===== src/rtl/branch_resolve_queue.sv =====
// In-order retire queue for predicted branches: out-of-order resolve, in-order
// predictor update, mispredict flagging with squash of younger entries.
module branch_resolve_queue #(
    parameter int DEPTH = 8,
    parameter int TAG_W = 3
) (
    input  logic             clk,
    input  logic             reset,
    input  logic             alloc_valid,
    input  logic [6:0]       alloc_PHT_index,
    input  logic [3:0]       alloc_BHT_index,
    input  logic             alloc_taken,
    output logic             alloc_ready,
    output logic [TAG_W-1:0] alloc_tag,
    input  logic             resolve_valid,
    input  logic [TAG_W-1:0] resolve_tag,
    input  logic             resolve_taken,
    output logic             update_en,
    output logic [6:0]       update_PHT_index,
    output logic [3:0]       update_BHT_index,
    output logic             branch_en,
    output logic             mispredict,
    output logic [TAG_W-1:0] mispredict_tag
);

    logic [DEPTH-1:0] valid_r;
    logic [DEPTH-1:0] resolved_r;
    logic [DEPTH-1:0] pred_r;
    logic [DEPTH-1:0] act_r;
    logic [6:0]       pht_r [DEPTH];
    logic [3:0]       bht_r [DEPTH];
    logic [TAG_W-1:0] head_r;
    logic [TAG_W-1:0] tail_r;
    logic [TAG_W:0]   count_r;

    logic             accept_s;
    logic             mis_s;
    logic             retire_s;
    logic             alloc_s;
    logic [TAG_W-1:0] res_age_s;
    logic [DEPTH-1:0] squash_s;

    assign alloc_ready = (count_r < (TAG_W+1)'(DEPTH));
    assign alloc_tag   = tail_r;

    // Event decode; retire sees only resolves committed on earlier edges.
    always_comb begin
        logic [TAG_W-1:0] age_v;
        accept_s  = resolve_valid & valid_r[resolve_tag] & ~resolved_r[resolve_tag];
        mis_s     = accept_s & (resolve_taken != pred_r[resolve_tag]);
        retire_s  = valid_r[head_r] & resolved_r[head_r];
        alloc_s   = alloc_valid & alloc_ready & ~mis_s;
        res_age_s = resolve_tag - head_r;
        age_v     = '0;
        squash_s  = '0;
        for (int i = 0; i < DEPTH; i++) begin
            age_v       = TAG_W'(i) - head_r;
            squash_s[i] = mis_s & (age_v > res_age_s);
        end
    end

    // Head/tail pointers and occupancy; a mispredict rewinds tail to just past the bad branch.
    always_ff @(posedge clk or posedge reset) begin
        if (reset) begin
            head_r  <= '0;
            tail_r  <= '0;
            count_r <= '0;
        end else begin
            if (retire_s) begin
                head_r <= head_r + TAG_W'(1);
            end
            if (mis_s) begin
                tail_r  <= resolve_tag + TAG_W'(1);
                count_r <= {1'b0, res_age_s} + (TAG_W+1)'(1) - (TAG_W+1)'(retire_s);
            end else begin
                tail_r  <= tail_r + TAG_W'(alloc_s);
                count_r <= count_r + (TAG_W+1)'(alloc_s) - (TAG_W+1)'(retire_s);
            end
        end
    end

    // Per-entry state: alloc at tail, resolve by tag, clear on retire or squash.
    always_ff @(posedge clk or posedge reset) begin
        if (reset) begin
            valid_r    <= '0;
            resolved_r <= '0;
            pred_r     <= '0;
            act_r      <= '0;
            for (int i = 0; i < DEPTH; i++) begin
                pht_r[i] <= 7'd0;
                bht_r[i] <= 4'd0;
            end
        end else begin
            for (int i = 0; i < DEPTH; i++) begin
                if (squash_s[i] || (retire_s && (TAG_W'(i) == head_r))) begin
                    valid_r[i] <= 1'b0;
                end else if (alloc_s && (TAG_W'(i) == tail_r)) begin
                    valid_r[i]    <= 1'b1;
                    resolved_r[i] <= 1'b0;
                    pred_r[i]     <= alloc_taken;
                    pht_r[i]      <= alloc_PHT_index;
                    bht_r[i]      <= alloc_BHT_index;
                end else if (accept_s && (TAG_W'(i) == resolve_tag)) begin
                    resolved_r[i] <= 1'b1;
                    act_r[i]      <= resolve_taken;
                end
            end
        end
    end

    // Registered predictor update and mispredict pulses; payloads hold between pulses.
    always_ff @(posedge clk or posedge reset) begin
        if (reset) begin
            update_en        <= 1'b0;
            update_PHT_index <= 7'd0;
            update_BHT_index <= 4'd0;
            branch_en        <= 1'b0;
            mispredict       <= 1'b0;
            mispredict_tag   <= '0;
        end else begin
            update_en  <= retire_s;
            mispredict <= mis_s;
            if (retire_s) begin
                update_PHT_index <= pht_r[head_r];
                update_BHT_index <= bht_r[head_r];
                branch_en        <= act_r[head_r];
            end
            if (mis_s) begin
                mispredict_tag <= resolve_tag;
            end
        end
    end

endmodule


===== config.mk =====
export PLATFORM = sky130hd
export DESIGN_NAME = branch_resolve_queue
export DESIGN_NICKNAME = d
export VERILOG_FILES = /design/src/rtl/branch_resolve_queue.sv
export SDC_FILE = /design/constraint.sdc
export NUM_CORES = 1
export LEC_CHECK = 0
export CORE_UTILIZATION = 45
export DETAILED_ROUTE_END_ITERATION = 10
export GPL_TIMING_DRIVEN = 0
export REMOVE_ABC_BUFFERS = 1
export SLEW_MARGIN = 20
export SYNTH_ARGS = -nofsm -noshare
export SYNTH_HDL_FRONTEND = slang
export SYNTH_SLANG_ARGS = --single-unit

===== constraint.sdc =====
create_clock -name clk -period 5.1 [get_ports clk]
set_input_delay 0.51 -clock clk [delete_from_list [all_inputs] [get_ports clk]]
set_output_delay 0.51 -clock clk [all_outputs]
set_load 0.02 [all_outputs]

# Yosys cells after proc, flatten, opt, wreduce, memory -nomap -nowiden
# Index checks and enable logic that the tools add are counted.
classes:
  n_addsub: 16
  multipliers: 0
  n_div: 0
  magnitude_cmp: 12
  eq_ne: 22
  n_shift: 0
  muxes: 52
  bitwise_logic: 33
  reduce_logical: 75
op_table:
  columns: ["op", "n"]
  rows:
  - ["$mux W1", 38]
  - ["$eq A3 B3 Y1 const A", 12]
  - ["$reduce_and A2 Y1", 16]
  - ["$reduce_bool A2 Y1", 16]
  - ["$gt A3 B3 Y1", 8]
  - ["$logic_and A1 B1 Y1", 24]
  - ["$reduce_and A3 Y1", 8]
  - ["$bmux W7 S3", 1]
  - ["$bmux W1 S3", 6]
  - ["$eq A2 B3 Y1 const A", 6]
  - ["$not A1 Y1", 18]
  - ["$and A1 B1 Y1", 14]
  - ["$mux W7", 2]
  - ["$bmux W4 S3", 1]
  - ["$mux W4", 3]
  - ["$sub A3 B3 Y3 const A", 4]
  - ["$eq A1 B3 Y1 const A", 3]
  - ["$logic_not A3 Y1", 3]
  - ["$logic_or A1 B1 Y1", 8]
  - ["$lt A3 B4 Y1 const B", 2]
  - ["$sub A4 B1 Y4", 2]
  - ["$add A3 B1 Y3 const B", 2]
  - ["$sub A1 B3 Y3 const A", 2]
  - ["$sub A2 B3 Y3 const A", 2]
  - ["other kinds (9)", 9]
totals:
  register_bits: 147
  latch_bits: 0
  ram_bits: 0
  romBits: 0
  in_bits: 20
  out_inout_bits: 21
  wordCells: 267
  memories: 0

# Depth between registers and ports, before layout
# Gate-level depths: netlist (run 1).
logic_depth:
  word_depth: 10
  mapped_depth: 18

# Worst setup path before layout (run 1)
# No wires, ideal clock.
synth_path:
  path_type: "register -> register"
  start: "reg head_r[1]"
  end: "reg count_r[2]"
  setup_time_ns: 0.083
  arrival_time_ns: 3.386
  setup_slack_ns: 1.632
  stages_incl_launch_ff: 15
  n_path_buf: 3
  synth_period_minus_slack_ns: 3.468
  cell_sequence: "dfrtp_1 > buf_2 > inv_1 > mux4_2 > mux2_2 > inv_1 > buf_4 > clkbuf_1 > ha_1 > inv_1 > ha_1 > inv_1 > fa_1 > xor2_1 > o21ai_0"
synth_between:
  elab_chain_cells: 5
  word_cells_on_any_way: 10
  classes_between: "add/sub (4); mux (5); bitwise (1)"
synth_rtl:
  columns: ["element", "line", "rtl"]
  rows:
  - ["start, declared", "32", "logic [TAG_W-1:0] head_r;"]
  - ["start signal, assigned", "70", "head_r <= head_r + TAG_W'(1);"]
  - ["$bmux W1 S3", "51", "retire_s = valid_r[head_r] & resolved_r[head_r];"]
  - ["$mux W1 (not written as such)", "51", null]
  - ["$and A1 B1 Y1 (*)", "51", null]
  - ["net retire_s", "38", "logic retire_s;"]
  - ["$sub A4 B1 Y4 (on tied branches)", "77, 74", null]
  - ["$mux W4 (*)", "72", "if (mis_s) begin"]
  - ["end signal, assigned", "74", "count_r <= {1'b0, res_age_s} + (TAG_W+1)'(1) - (TAG_W+1)'(retire_s);"]
  - ["end signal, assigned", "77", "count_r <= count_r + (TAG_W+1)'(alloc_s) - (TAG_W+1)'(retire_s);"]
  - ["end, declared", "34", "logic [TAG_W:0] count_r;"]
# The timed path passes the listed nets; every way through them passes the cells marked *. The select of a mux whose other input is x is not followed.
# A chain may end at the register's enable or synchronous reset.

# Worst setup path after layout (run 1)
layout_path:
  start: "reg head_r[2]"
  end: "reg pred_r[7]"
layout_between:
  elab_chain_cells: 7
  word_cells_on_any_way: 14
  classes_between: "add/sub (2); order compare (1); eq/ne (1); mux (4); bitwise (3); reduce/logical (3)"
layout_rtl:
  columns: ["element", "line", "rtl"]
  rows:
  - ["branches (longest 4 deep; another with $sub A3 B3 Y3)", null, null]
  - ["$logic_or A1 B1 Y1 (*)", "95", "if (squash_s[i] || (retire_s && (TAG_W'(i) == head_r))) begin"]
  - ["$not A1 Y1 (no line) (*)", null, null]
  - ["$reduce_and A2 Y1 (no line) (*)", null, null]
  - ["end signal, assigned by index", "100", "pred_r[i] <= alloc_taken;"]
  - ["end, declared", "28", "logic [DEPTH-1:0] pred_r;"]
# Mark *: on every way between the ends. The select of a mux whose other input is x is not followed.

==> summary.txt, run 1 <==
Power
  • Logic pwr share: 44.8%
  • Internal power consumption: 3.939 mW
  • P_sw: 2.233 mW
  • Power Dens Cells: 694.8 nW/um^2
  • Sw Share: 36.18%
  • Share of power burned in registers: 34.6%
  • Total power of the final layout: 6.172 mW
  • Portion of total power attributed to the clock network: 20.6%
  • Leakage Power: 3.874 nW
  • Worst vdd ir: 0.0003091 V

Worst setup path
  • Most prevalent standard cell on the critical path: mux2_2
  • Origin of the critical flop-to-flop path: head_r[2]
  • Data arrival time of the worst path: 4.81 ns
  • Reg-to-reg endpoint: pred_r[7]
  • Count of cells along the worst register-to-register path: 6
  • Cell with the biggest individual delay on the critical path: dfrtp_1
  • Max incr delay on CP: 1.04 ns
  • Critical path peak fanout: 31
  • Critical path start-end classification: register to register
  • Crit path required time: 5.39 ns
  • Flop-to-flop setup slack: 0.58 ns
  • Endpoint type of the worst setup path: register
  • Sort of element at the start of the critical path: register
  • Cells along the critical path: inv_1 > mux2_2 > inv_2 > and2_1 > nand2b_1 > mux2_2

Synth
  • Yosys top cell area share: 48.42%
  • Yosys warning count: 0
  • Share of synthesized area occupied by flip-flops and latches: 48.42%
  • Count of mapped cells out of synthesis: 603
  • Most used standard cells in the synthesized netlist: dfrtp_1, mux2_2, nand2_1, ha_1, mux4_2
  • Post-synthesis async set-or-reset flop share: 100.0%
  • Number of enable flip-flop cells after synthesis: 0
  • Post-synthesis cell type count: 57
  • Largest cells by area after synthesis: dfrtp_1, mux2_2, mux4_2, ha_1, nand2_1
  • Most used standard cell by instance count after synthesis: dfrtp_1
  • Cell accounting for the most synthesized area: dfrtp_1
  • Commonest register cell after synthesis: dfrtp_1
  • Post-synthesis instance area: 7597 um^2
  • Synthesized flop and latch total: 147
  • Average instance area after synthesis: 12.60 um^2

Clock tree
  • Total CTS buffers: 17
  • CTS Buffer Depth: 2
  • CTS resizes: 0
  • Sink Count: 147
  • Depth of the CTS H-tree: 4
  • Buffer count from post-CTS setup fixing: 0
  • TritonCTS clock tree: done
  • Clock-pin transition on the worst setup and hold timing paths: 0.06 ns
  • Hold bufs inserted after CTS: 0
  • Clock Tree Root: clkbuf_16
  • Skew-Pair Late Insertion Delay: 0.42 ns

Route
  • TritonRoute pass-1 iters: 4
  • Final ANT Viol Nets: 0
  • Vias: 4,880
  • Drt first-iter violations: 356
  • Final routed DRC violation total: 0
  • Avg WL per Cell: 20.15 um
  • Avg Vias per Cell: 5.558
  • Total wirelength of the detailed-routed design: 17,700 um

Place
  • Port Buf Inserts: 40
  • Placement-stage worst setup slack: 0.3429 ns
  • Routability cong.: 0.9021
  • Half-perimeter wire length after placement: 11,850 um

Global routing
  • Initial antenna violation count: 0
  • GR Util All Layers: 21.99%
  • Congestion Overflow GR: 0
  • Wire length of the first global-routing pass: 29,120 um
  • Largest net degree at the start of global routing: 110
  • Via count of the first global-routing pass: 5,259

Timing
  • RSZ-0062 raised after global routing: no
  • Final Hold Violating Endpoints: 0
  • Worst-Margin Slew: 1.060 ns
  • Worst path setup slack after routing: 0.5841 ns
  • Worst relative slew slack: 29.36%
  • Worst-case hold slack: 0.4654 ns
  • Highest clock frequency the design can meet: 0.2214 GHz
  • Setup clock skew after layout: 0.01134 ns
  • Final setup vio count: 0
  • Setup total negative slack: 0 ns
  • Post-layout minimum cycle time: 4.516 ns
  • Max-slew violation count: 0
  • Fin crit share: 88.55%

Floorplan
  • DIE WIDTH: 131.9 um
  • Core box area: 16,520 um^2
  • Y dimension of the die: 131.9 um
  • Ports placed on the boundary: 41
  • Effective utilization at floorplan: 45.98%
  • Floorplan die area: 17,410 um^2
  • Site row count: 47

Flow run
  • Max-cap violations: 0

Finish
  • Total inserted antenna cells: 0
  • Layout Utilization: 53.76%
  • Sequential cell area: 3681 um^2
  • Multi-input logic area: 3677 um^2
  • Number of nets in the final layout: 697
  • Area delta synth->final: 16.93%
  • Fillcell total: 1,423
  • Proportion of layout cells with a drive suffix above 1: 28.72%

Worst hold path
  • Type of the tightest min-delay check: input port to async pin

Outcome
  • Status: finished clean
cells by family (layout without fill, tap and decap cells):
family,after synthesis,in the layout,share of synthesized area (%)
AND/OR/NAND/NOR,138,138,8.728
flip-flops,147,147,48.42
AO/OA/AOI/OAI,75,75,6.687
adder cells (fa/ha/maj),35,35,5.863
XOR/XNOR,11,11,1.367
buffers and inverters,58,113,3.508
multiplexers,139,139,25.43
cell usage in the layout (no fill, tap or decap), types with 3 or more instances in the layout:
cell,synthesis,final
o21ai_0,15,15
nor3_1,9,7
or3_1,3,3
o21a_1,5,5
dfrtp_1,147,145
mux4_2,30,30
nor4_1,3,3
buf_4,2,7
nor2b_1,17,17
o211ai_1,4,4
inv_1,27,25
mux2_2,94,94
mux2i_1,4,4
clkinv_2,0,5
nor2_1,24,24
inv_2,2,3
nand2b_1,7,7
ha_1,30,30
a211oi_1,3,3
clkbuf_16,0,17
nand3_1,5,5
clkbuf_1,10,3
a21oi_1,14,14
clkdlybuf4s50_1,0,40
a31oi_1,15,15
mux2_4,9,9
maj3_1,3,3
xnor2_1,5,5
nand2_1,59,59
xor2_1,5,5
bufinv_16,0,3
and2_1,3,3
flip-flops by register name (all words and copies together) (netlist names):
signal,count
branch_en,1
update_BHT_index,4
update_PHT_index,7
act_r,8
alloc_tag,3
pred_r,8
count_r,4
mispredict,1
resolved_r,8
bht_r,32
update_en,1
valid_r,8
head_r,3
pht_r,56
mispredict_tag,3
critical path: cells and delay by family, from the launching register on:
family | cells | cell delay (ns)
AND/OR/NAND/NOR | 2 | 1.05
flip-flops | 1 | 1.04
multiplexers | 2 | 1.00
buffers and inverters | 2 | 1.27
power by group through the flow:
stage	Sequential (mW)	Clock, mW	Combinational, mW
finish	2.14	1.27	2.77
global route	2.22	1.35	3.04
CTS	2.14	1.29	2.78
detailed placement	2.15	0	2.76
global placement	2.20	0	2.55
floorplan	2.16	0	1.88
layout make-up:
class / instances / share of cell area, %
timing repair buffer: 51 / 5.986
multi-input combinational: 398 / 41.39
sequential: 147 / 41.44
clock buffer: 22 / 5.225
inverter: 30 / 1.380
clock inverter: 10 / 1.479
tap: 220 / 3.099
worst max path at each step:
stage                        start        end  cells past startpoint
global placement         head_r[0]  pht_r[14]                      7
global route             head_r[2]   pht_r[5]                      6
detailed placement  resolve_tag[0]   act_r[2]                     13
floorplan                    reset   act_r[0]                      1
CTS                      head_r[2]   pht_r[4]                      6
finish                   head_r[2]  pred_r[7]                      6
per-stage QoR:
| stage | area [um^2] | instances |
|---|---|---|
| floorplan | 7446 | 575 |
| CTS | 8884 | 878 |
| global route | 8884 | 878 |
| detailed placement | 8288 | 846 |
| finish | 8884 | 878 |
| global placement | 8122 | 835 |
routing by layer:
layer  part of all wire (%)  GRT usage [%]  wire length [um]  up-vias
li1                       -              -                 -     2246
met1                     45          29.73              7925     2497
met2                     49          35.57              8599      110
met3                    4.5          3.691               790       27
met4                    2.1          8.527               379        0
met5                      0              0                 0        -
Power figures use the tool's default switching activity.
==> inputs of run 2 (changes only) <==
- CAP_MARGIN: not set -> 20
==> results of run 2 <==
Same layout as run 1: the final DEF is identical, and so are final timing and power.
